`src/rtl/alt_sample_stats.sv`:
```
// Assembles MPL3115A2 OUT_P_MSB..OUT_T_LSB read bytes into 20-bit samples and tracks statistics.
// Optional `ALT_STATS_CLEAR_EN adds a synchronous statistics clear input.
module alt_sample_stats #(
    parameter int unsigned TIMEOUT_CYCLES = 4096
) (
    input  logic        clk,
    input  logic        rst_n,
    input  logic        byte_valid,
    input  logic [7:0]  byte_data,
    input  logic        frame_start,
    input  logic        frame_abort,
`ifdef ALT_STATS_CLEAR_EN
    input  logic        stats_clear,
`endif
    output logic [19:0] pressure,
    output logic [19:0] temp,
    output logic [19:0] delta_pressure,
    output logic [19:0] delta_temp,
    output logic [19:0] min_pressure,
    output logic [19:0] max_pressure,
    output logic [19:0] min_temp,
    output logic [19:0] max_temp,
    output logic        sample_valid,
    output logic        stats_valid,
    output logic [15:0] sample_count,
    output logic        frame_drop
);

    localparam int unsigned GapW = $clog2(TIMEOUT_CYCLES + 1);

    typedef enum logic [2:0] {S_PMSB, S_PCSB, S_PLSB, S_TMSB, S_TLSB} state_e;

    state_e          state_q, state_d, take_slot;
    logic [GapW-1:0] gap_q, gap_d;
    logic            drop_d, commit_d, commit_q, take;
    logic [7:0]      p_msb_q, p_csb_q, t_msb_q;
    logic [3:0]      p_lsb_q;
    logic [19:0]     pend_p_q, pend_t_q;
    logic            first;
    logic [20:0]     dp_raw, dt_raw;

    // Assembler next state: abort beats resync beats normal advance beats gap timeout.
    always_comb begin
        state_d   = state_q;
        gap_d     = gap_q;
        drop_d    = 1'b0;
        commit_d  = 1'b0;
        take      = 1'b0;
        take_slot = state_q;
        if (frame_abort) begin
            state_d = S_PMSB;
            gap_d   = '0;
            drop_d  = (state_q != S_PMSB);
        end else if (byte_valid && frame_start) begin
            take      = 1'b1;
            take_slot = S_PMSB;
            state_d   = S_PCSB;
            gap_d     = '0;
            drop_d    = (state_q != S_PMSB);
        end else if (byte_valid && state_q != S_PMSB) begin
            take  = 1'b1;
            gap_d = '0;
            case (state_q)
                S_PCSB:  state_d = S_PLSB;
                S_PLSB:  state_d = S_TMSB;
                S_TMSB:  state_d = S_TLSB;
                S_TLSB: begin
                    state_d  = S_PMSB;
                    commit_d = 1'b1;
                end
                default: state_d = S_PMSB;
            endcase
        end else if (state_q != S_PMSB) begin
            if (gap_q == GapW'(TIMEOUT_CYCLES - 1)) begin
                state_d = S_PMSB;
                gap_d   = '0;
                drop_d  = 1'b1;
            end else begin
                gap_d = gap_q + GapW'(1);
            end
        end
    end

    always_ff @(posedge clk or negedge rst_n) begin
        if (!rst_n) begin
            state_q    <= S_PMSB;
            gap_q      <= '0;
            frame_drop <= 1'b0;
            commit_q   <= 1'b0;
        end else begin
            state_q    <= state_d;
            gap_q      <= gap_d;
            frame_drop <= drop_d;
            commit_q   <= commit_d;
        end
    end

    // The full sample is latched on the last byte so the next frame may reuse staging at once.
    always_ff @(posedge clk or negedge rst_n) begin
        if (!rst_n) begin
            p_msb_q  <= '0;
            p_csb_q  <= '0;
            p_lsb_q  <= '0;
            t_msb_q  <= '0;
            pend_p_q <= '0;
            pend_t_q <= '0;
        end else if (take) begin
            case (take_slot)
                S_PMSB: p_msb_q <= byte_data;
                S_PCSB: p_csb_q <= byte_data;
                S_PLSB: p_lsb_q <= byte_data[7:4];
                S_TMSB: t_msb_q <= byte_data;
                S_TLSB: begin
                    pend_p_q <= {p_msb_q, p_csb_q, p_lsb_q};
                    pend_t_q <= {{8{t_msb_q[7]}}, t_msb_q, byte_data[7:4]};
                end
                default: ;
            endcase
        end
    end

    function automatic logic [19:0] sat20(input logic [20:0] d);
        if (d[20] != d[19]) return d[20] ? 20'h80000 : 20'h7FFFF;
        return d[19:0];
    endfunction

`ifdef ALT_STATS_CLEAR_EN
    assign first = !stats_valid || stats_clear;
`else
    assign first = !stats_valid;
`endif
    assign dp_raw = {1'b0, pend_p_q} - {1'b0, pressure};
    assign dt_raw = {pend_t_q[19], pend_t_q} - {temp[19], temp};

    always_ff @(posedge clk or negedge rst_n) begin
        if (!rst_n) begin
            pressure       <= '0;
            temp           <= '0;
            delta_pressure <= '0;
            delta_temp     <= '0;
            min_pressure   <= '0;
            max_pressure   <= '0;
            min_temp       <= '0;
            max_temp       <= '0;
            sample_valid   <= 1'b0;
            stats_valid    <= 1'b0;
            sample_count   <= '0;
        end else if (commit_q) begin
            pressure     <= pend_p_q;
            temp         <= pend_t_q;
            sample_valid <= 1'b1;
            stats_valid  <= 1'b1;
            if (first) begin
                delta_pressure <= '0;
                delta_temp     <= '0;
                min_pressure   <= pend_p_q;
                max_pressure   <= pend_p_q;
                min_temp       <= pend_t_q;
                max_temp       <= pend_t_q;
                sample_count   <= 16'd1;
            end else begin
                delta_pressure <= sat20(dp_raw);
                delta_temp     <= sat20(dt_raw);
                if (pend_p_q < min_pressure) min_pressure <= pend_p_q;
                if (pend_p_q > max_pressure) max_pressure <= pend_p_q;
                if ($signed(pend_t_q) < $signed(min_temp)) min_temp <= pend_t_q;
                if ($signed(pend_t_q) > $signed(max_temp)) max_temp <= pend_t_q;
                if (sample_count != 16'hFFFF) sample_count <= sample_count + 16'd1;
            end
        end else begin
            sample_valid <= 1'b0;
`ifdef ALT_STATS_CLEAR_EN
            if (stats_clear) begin
                stats_valid    <= 1'b0;
                sample_count   <= '0;
                delta_pressure <= '0;
                delta_temp     <= '0;
                min_pressure   <= '0;
                max_pressure   <= '0;
                min_temp       <= '0;
                max_temp       <= '0;
            end
`endif
        end
    end

endmodule

```
`config.mk`:
```
export PLATFORM = sky130hd
export DESIGN_NAME = alt_sample_stats
export DESIGN_NICKNAME = d
export VERILOG_FILES = /design/src/rtl/alt_sample_stats.sv
export SDC_FILE = /design/constraint.sdc
export NUM_CORES = 1
export LEC_CHECK = 0
export ABC_CLOCK_PERIOD_IN_PS = 3500
export CORE_MARGIN = 10
export CORE_UTILIZATION = 55
export DETAILED_ROUTE_END_ITERATION = 10
export PLACE_DENSITY = 0.86
export SKIP_CTS_REPAIR_TIMING = 1
export SLEW_MARGIN = 20
export SYNTH_ARGS = -nofsm -noshare
export SYNTH_HDL_FRONTEND = slang
export SYNTH_SLANG_ARGS = --single-unit
```
`constraint.sdc`:
```
create_clock -name clk -period 3.5 [get_ports clk]
set_input_delay 0.35 -clock clk [delete_from_list [all_inputs] [get_ports clk]]
set_output_delay 0.35 -clock clk [all_outputs]
set_load 0.02 [all_outputs]
```
Word level (Yosys, flattened, before mapping)
Index checks and enable logic that the tools add are counted.

storage, ports and cells
  register bits after elaboration = 248
  input port bits = 13
  logic and storage cells = 113
  output and inout bits = 179

operators by class
  $lt $le $gt $ge = 4
  equality and inequality tests = 17
  multiplexer cells = 50
  $add $sub $neg = 4
  reductions and logical operators = 17

operator list
  operator               number
  $mux 20                16
  $mux 13                5
  $mux 16                2
  $reduce_and 2->1       11
  $mux 3                 7
  $sub 20x20->21         1
  $gt 12x20->1           1
  $gt 20x20->1           1
  $lt 12x20->1           1
  $lt 20x20->1           1
  $mux 1                 19
  $add 16x1->16 const B  1
  $ne 16x16->1 const B   1
  $add 13x1->13 const B  1
  $eq 13x12->1 const B   1
  $sub 12x12->13         1
  $eq 3x2->1 const B     4
  $ne 2x1->1 const B     5
  $pmux 3 s3             1
  $reduce_bool 4->1      2
  $eq 3x1->1 const B     2
  $eq 3x3->1 const B     2
  $logic_not 3->1        1
  $reduce_bool 3->1      1
  other kinds (2)        4

Depth between registers and ports, before layout
Gate-level depths: netlist (run 1).

  word-level depth = 7
  mapped depth = 13

Least setup slack after synthesis (run 1)
No wires, ideal clock.

  path kind = reg-to-reg
  from = reg pressure[0]
  to = reg delta_pressure[2]
  stages on the path, launching flop included = 13
  data arrival time = 2595 ps
  path slack = 774 ps
  period minus slack after synthesis = 2726 ps
  library setup time = 132 ps
  buffers on the path = 1
  data required time = 3368 ps
  path through = dfrtp_1 > ha_1 > inv_1 > fa_1 > a211oi_1 > o21ai_1 > a21oi_1 > and3_4 > o31a_1 > buf_2 > nand2_1 > a21oi_1 > o2bb2ai_1

between the ends
  word-level cells in the longest chain between the ends = 7
  elaborated cells on any way between the ends = 9
  those cells by class = add/sub (1); eq/ne (1); mux (7)

ends and longest elaborated chain
  element                 RTL line  source
  from (decl)             15        output logic [19:0] pressure,
  from (signal assigned)  149       pressure <= pend_p_q;
  $sub 20x20->21 *        132       assign dp_raw = {1'b0, pend_p_q} - {1'b0, pressure};
  $ne 1x1->1              123       if (d[20] != d[19]) return d[20] ? 20'h80000 : 20'h7FFFF;
  $mux 1                  123
  $mux 1                  153       if (first) begin
  $mux 1                  148       end else if (commit_q) begin
  $mux 20 *               124       return d[19:0];
  $mux 20 *               153
  to (signal assigned)    162       delta_pressure <= sat20(dp_raw);
  to (decl)               17        output logic [19:0] delta_pressure,

Mark *: on every way between the ends. The rest lies on a longest branch, timed or not. The select of a mux whose other input is x is not followed.
A chain may end at the register's enable or synchronous reset.

Worst setup path in the final report (run 1)
  from = reg pend_p_q[0]
  to = reg delta_pressure[2]

between the ends
  word-level cells in the longest chain between the ends = 7
  elaborated cells on any way between the ends = 9
  those cells by class = add/sub (1); eq/ne (1); mux (7)

ends and longest elaborated chain
  element                 RTL line  source
  from (decl)             38        logic [19:0] pend_p_q, pend_t_q;
  from (signal assigned)  114       pend_p_q <= {p_msb_q, p_csb_q, p_lsb_q};
  $sub 20x20->21 *        132
  $ne 1x1->1              123
  $mux 1                  123
  $mux 1                  153
  $mux 1                  148
  $mux 20 *               124
  $mux 20 *               153

Marks and branches as above.

==> key figures, run 1 <==
Run status
  – Status: complete, no violations

Setup path
  – Worst path slowest cell: fa_1
  – Worst-path fanout max: 8
  – Cell Chain, Critical Path: inv_1 -> ha_1 -> inv_1 -> fa_1 -> a211oi_1 -> o21ai_1 -> a21oi_1 -> and3_4 -> o31a_1 -> buf_4 -> nand2_1 -> a21oi_1 -> o2bb2ai_1
  – Critical path launch point: pend_p_q[0]
  – Largest stage delay, worst path: 0.42 ns
  – WP data arrival: 3.67 ns
  – Crit path required time: 3.90 ns
  – Critical path launch point type: flop
  – Worst Path Buf+Inv: 3
  – Critical path class: reg2reg
  – CP delay by family, top: compound AO/OA/AOI/OAI gates
  – CP endpoint kind: flop
  – Reg-to-reg critical path startpoint: pend_p_q[0]

Clock tree
  – CTS clk-pin slew, worst paths: 0.06 ns
  – Clock buffer depth: 3
  – CTS tree: yes
  – Clock buffer count from CTS: 25
  – H-tree levels: 1
  – CTS root buffer: clkbuf_16
  – # clock sinks: 225
  – Clk Latency, worst-skew pair: 0.54 ns

Routing
  – Iteration count of the initial detailed-routing pass: 5
  – DRT antenna net count: 0
  – Vias per inst: 5.76
  – Final WL: 32.3 mm
  – Wirelength per Cell: 19.1 um
  – DRC: 0
  – Via count: 9719
  – DRT iter0 DRCs: 798

Floorplan
  – Cell row count: 54
  – Die height: 169 um
  – Die area: 28500 sq um
  – Die extent in x: 169 um
  – Initial Util: 0.559
  – Core area: 21800 sq um
  – Num ports: 192

Pwr
  – Pwr/cell area: 401 nW/um^2
  – Clock power frac: 0.487
  – P_leak: 7.00 nW
  – Pwr Total: 6.10 mW
  – Sw Share: 0.227
  – Cell-internal power: 4.71 mW
  – Sequential share of power: 0.449
  – Sw Pwr: 1.39 mW
  – Peak supply drop: 443 uV
  – Comb pwr share: 0.064

Timing
  – Slew margin rel.: 0.408
  – Skew final: 0.0272 ns
  – Pins Over Slew Limit: 0
  – RSZ-0062 raised after global routing: no
  – Setup tns final: 0 ns
  – FMAX: 307 MHz
  – Fin. Hold Viols: 0
  – Slew of the pin with the lowest slew margin: 0.887 ns
  – Hold slack: 0.461 ns
  – Final worst path period share: 0.932
  – Endpoints failing setup: 0
  – Final Critical Period: 3.26 ns

Synth
  – Post-synth EDFFs: 0
  – Post-Syn Area: 12200 sq um
  – YS warnings: 0
  – Syn Area/Cell: 9.98 sq um
  – Syn Nets: 1333
  – Post-synth ARST share: 1.00
  – Synth Flop Type: dfrtp_1
  – FF+latch count, synth: 225
  – Sequential share of the synthesized area: 0.462
  – Unique cell type count in the Yosys netlist: 65
  – Post-Syn Instances: 1222

Global routing
  – GRT Util Overall: 0.221
  – First-pass GRT wire length: 52.3 mm
  – Vias in the first global route: 9972
  – GR Overflow Total: 0
  – Initial antenna violation count: 0
  – Pin count of the biggest net entering global routing: 114

Cells and area
  – Finished Core Util: 0.697
  – Antenna diodes: 0
  – Design area: 15200 sq um
  – Final #Nets: 1500
  – Area grow syn2layout: 24.7%
  – Layout cell share with drive strength beyond 1: 0.123
  – Fillers: 1574

Place
  – Port Buf Inserts: 191
  – Placer Congestion: 0.899
  – DP HPWL: 23.8 mm
  – Cell Area, Placed: 14200 sq um

Job
  – Max Cap Viol: 0

Min path
  – Worst Hold Class: in2async
==> registers in the layout (all words and copies together), names as in the netlist, 3 cells and up <==
name	count
state_q	3
p_lsb_q	4
pressure	20
max_pressure	20
p_msb_q	8
t_msb_q	8
pend_t_q	12
gap_q	13
min_temp	12
min_pressure	20
p_csb_q	8
max_temp	12
delta_pressure	20
sample_count	16
delta_temp	13
pend_p_q	20
temp	12
==> through the flow <==
stage,setup WS [ns],std cells
final,0.238,1688
after global routing,0.0167,1688
after CTS,0.267,1687
after detailed placement,0.350,1641
after global placement,0.500,1641
after floorplan,0.774,1222
==> path summary, 6_finish.rpt <==
kind                                           to  slack [ns]  depth (start not counted)
max in group asynchronous              p_csb_q[4]        2.19                          3
worst min register to register       pend_p_q[14]        0.46                          2
worst max-delay path            delta_pressure[2]        0.24                         13
worst max register to register  delta_pressure[2]        0.24                         13
worst min-delay path            delta_pressure[9]        0.46                          2
min in group clk                     pend_p_q[14]        0.46                          2
==> cell families (layout without fill, tap and decap cells) <==
group / Yosys count / count (layout) / synth area share
buf+inv: 188 / 374 / 0.0685
mux: 95 / 95 / 0.0876
xor+xnor: 33 / 33 / 0.0237
simple gates: 330 / 330 / 0.123
flops: 225 / 225 / 0.462
fa+ha+maj: 106 / 106 / 0.108
compound gates: 245 / 245 / 0.127
==> cell usage in the layout (no fill, tap or decap), types with 4 or more instances in the layout <==
cell type        Yosys  final
xnor2_1             15     15
and4_1               4      4
nand4_1             17     17
a21oi_1             55     53
a211oi_1             5      5
o211ai_1             6      6
nand3b_1             4      4
and3_1               7      7
nor2b_1             11     11
nand2_1            180    180
clkbuf_16            0     25
mux2_2              94     94
o31ai_1              6      6
nor2_1              38     37
bufinv_16            0      5
or3_1                4      4
clkbuf_8             0      8
o21ai_0             83     83
o2bb2ai_1           19     19
a21o_1              24     24
xor2_1              18     18
nand2b_1             8      8
and2_1               5      5
o21a_1               8      8
nor3_1              11     11
inv_1              115    115
nand3_1             27     27
maj3_1               7      7
dfrtp_1            225    224
ha_1                96     96
buf_4               32     17
clkdlybuf4s50_1      0    190
==> power by group through the flow <==
stage | clock [mW] | combinational [mW] | sequential [mW]
3_5_place_dp | 0 | 0.388 | 2.78
6_report | 2.97 | 0.391 | 2.74
4_1_cts | 3.00 | 0.392 | 2.74
3_3_place_gp | 0 | 0.372 | 2.78
2_1_floorplan | 0 | 0.239 | 2.77
5_1_grt | 3.11 | 0.438 | 2.75
==> Yosys cell counts, types with 4 or more instances <==
master       n  area (sq um)
clkbuf_1    26          97.6
nor2_1      38           143
o2bb2ai_1   19           166
nand4_1     17           106
and3_1       7          43.8
buf_2        8          40.0
dfrtp_1    225          5630
nand2b_1     8          50.1
nor3_1      11          55.1
xnor2_1     15           131
o21a_1       8          60.1
nand3_1     27           135
buf_1        5          18.8
a211oi_1     5          37.5
nand3b_1     4          30.0
mux2_2      94          1060
nand2_1    180           676
ha_1        96          1200
xor2_1      18           158
o31ai_1      6          45.0
nor2b_1     11          68.8
o211ai_1     6          45.0
and2_1       5          31.3
and4_1       4          35.0
o21ai_0     83           415
maj3_1       7          70.1
a21oi_1     55           275
buf_4       32           240
a21o_1      24           180
or3_1        4          25.0
inv_1      115           432
==> layout make-up <==
class                   count  area [sq um]  area share
multi-input cells         809          5740       0.378
flip-flops and latches    225          5630       0.370
repair buffers            211          2090       0.138
clock buffers              34           739      0.0486
inverters                 117           439      0.0289
well taps                 280           350      0.0230
clock inverters            12           211      0.0139
==> per-layer routing <==
metal  global-route usage  share of wire  vias to the layer above
li1                     -              -                     4549
met1                0.276           0.42                     4744
met4               0.0984          0.045                        0
met2                0.365           0.47                      337
met3               0.0419          0.066                       89
met5                    0              0                        -
==> worst reg2reg max path: cells and delay by family (launching register included) <==
family | cells | cell delay (ns)
AND/OR/NAND/NOR | 2 | 0.39
flip-flops | 1 | 0.41
adder cells (fa/ha/maj) | 2 | 0.61
buffers and inverters | 3 | 0.40
AO/OA/AOI/OAI | 6 | 1.33
Note: power is estimated with default switching activity, not from simulation.
==> inputs of run 2 (changes only) <==
--- a/config.mk
+++ b/config.mk
@@ -8,6 +8,7 @@
 export ABC_CLOCK_PERIOD_IN_PS = 3500
 export CORE_MARGIN = 10
 export CORE_UTILIZATION = 55
+export CTS_BUF_LIST = sky130_fd_sc_hd__clkbuf_8
 export DETAILED_ROUTE_END_ITERATION = 10
 export PLACE_DENSITY = 0.86
 export SKIP_CTS_REPAIR_TIMING = 1
==> run 2 against run 1 <==
Final cell count grew 1.3%; die area is the same; non-clock buffer count is the same; routed wire length shrank 1.0%; sequential share of layout area grew 0.29 points; worst hold slack lost 0.012 ns; register-to-register slack gained 0.09 ns; clock skew shrank 0.0072 ns; critical path type unchanged; critical endpoint is now delta_pressure[0]; largest cell class unchanged; largest power group is now registers; highest routed layer unchanged.
==> key figures, run 2 (synthesized netlist as in run 1, its figures left out) <==
Setup path
  – R2R cell count: 9
  – Reg-to-reg critical path startpoint: pend_p_q[9]
  – Critical path launch point type: flop
  – Reg2Reg Capture Point: delta_pressure[0]
  – WP data arrival: 3.59 ns
  – Critical path launch point: pend_p_q[9]
  – Crit path required time: 3.91 ns
  – Worst-path fanout max: 11
  – Critical path class: reg2reg
  – R2r setup slk: 0.33 ns
  – CP endpoint kind: flop

Place
  – DP HPWL: 23.8 mm
  – Placer Congestion: 0.899
  – Port Buf Inserts: 191

Routing
  – Via count: 9709
  – DRT iter0 DRCs: 692
  – Wirelength per Cell: 18.7 um
  – DRC: 0
  – Final WL: 32.0 mm
  – Vias per inst: 5.68
  – DRT antenna net count: 0
  – Iteration count of the initial detailed-routing pass: 5

Timing
  – Endpoints failing setup: 0
  – Setup tns final: 0 ns
  – Final worst path period share: 0.907
  – Slew of the pin with the lowest slew margin: 0.872 ns
  – FMAX: 315 MHz
  – Fin. Hold Viols: 0
  – Skew final: 0.0199 ns
  – Final Critical Period: 3.17 ns
  – RSZ-0062 raised after global routing: no
  – Pins Over Slew Limit: 0
  – Slew margin rel.: 0.418

Pwr
  – Peak supply drop: 328 uV
  – P_leak: 7.00 nW
  – Pwr/cell area: 374 nW/um^2

Floorplan
  – Core area: 21800 sq um
  – Die height: 169 um
  – Num ports: 192
  – Die extent in x: 169 um
  – Cell row count: 54
  – Initial Util: 0.559
  – Die area: 28500 sq um

Clock tree
  – CTS root buffer: clkbuf_8
  – Clock buffer count from CTS: 39
  – CTS clk-pin slew, worst paths: 0.06 ns
  – CTS tree: yes
  – H-tree levels: 2
  – Clk Latency, worst-skew pair: 0.54 ns
  – # clock sinks: 225
  – Clock buffer depth: 3

Cells and area
  – Finished Core Util: 0.692
  – Area grow syn2layout: 23.7%
  – Commonest non-fill, non-tap cell in the layout: dfrtp_1
  – Antenna diodes: 0
  – Layout cell share with drive strength beyond 1: 0.131
  – Commonest non-fill, non-tap cells in the layout: dfrtp_1 (224), clkdlybuf4s50_1 (190), nand2_1 (180)
  – Final #Nets: 1514

Global routing
  – GRT Util Overall: 0.220
  – First-pass GRT wire length: 51.9 mm
  – GR Overflow Total: 0
  – Pin count of the biggest net entering global routing: 114
  – Vias in the first global route: 9930
  – Initial antenna violation count: 0

Min path
  – Worst Hold Class: in2async

Job
  – Max Cap Viol: 0

Run status
  – Status: complete, no violations
-- run 2: final cells by class --
cell class	count	area [sq um]
fillers	1622	6730
multi-input cells	809	5740
flip-flops and latches	225	5630
repair buffers	211	2090
clock buffers	51	702
inverters	117	439
well taps	280	350
clock inverters	17	130
-- run 2: worst max-delay path by stage --
stage	endpoint	slack, ns	cells past startpoint
after floorplan	delta_pressure[2]	0.77	12
after global placement	delta_pressure[2]	0.50	13
after detailed placement	delta_pressure[10]	0.35	13
after CTS	delta_pressure[2]	0.26	13
after global routing	delta_pressure[0]	0.01	9
final	delta_pressure[0]	0.33	9
-- run 2: critical path: stages (launching register included) --
cell	delay [ns]
dfrtp_1	0.48
ha_1	0.49
and3_1	0.25
nand4_1	0.11
a21oi_1	0.24
o21ai_0	0.14
a221o_1	0.49
nor2_1	0.37
nand3_1	0.28
o311ai_0	0.19
-- run 2: metrics by stage --
step / instances / setup slack (ns) / hold WS, ns / power, mW / instance area (sq um)
2_1_floorplan: 1222 / 0.774 / 0.0544 / 3.01 / 12200
3_3_place_gp: 1641 / 0.500 / 0.443 / 3.15 / 14200
3_5_place_dp: 1641 / 0.350 / 0.449 / 3.17 / 14200
4_1_cts: 1709 / 0.257 / -0.107 / 5.70 / 15100
5_1_grt: 1710 / 0.0140 / 0.491 / 5.87 / 15100
6_report: 1710 / 0.326 / 0.450 / 5.65 / 15100
-- run 2: metal layers --
| layer | up-vias | global-route usage | share of wire |
|---|---|---|---|
| li1 | 4575 | - | - |
| met1 | 4730 | 0.274 | 0.41 |
| met2 | 325 | 0.360 | 0.48 |
| met3 | 79 | 0.0456 | 0.067 |
| met4 | 0 | 0.101 | 0.039 |
| met5 | - | 0 | 0 |
-- run 2: power by group --
part	internal (mW)	leakage [nW]	switching [mW]	total, mW
Clock	1.45	0.463	1.07	2.52
Sequential	2.68	3.10	0.0556	2.74
Combinational	0.171	3.44	0.216	0.387
Total	4.31	7.00	1.34	5.65
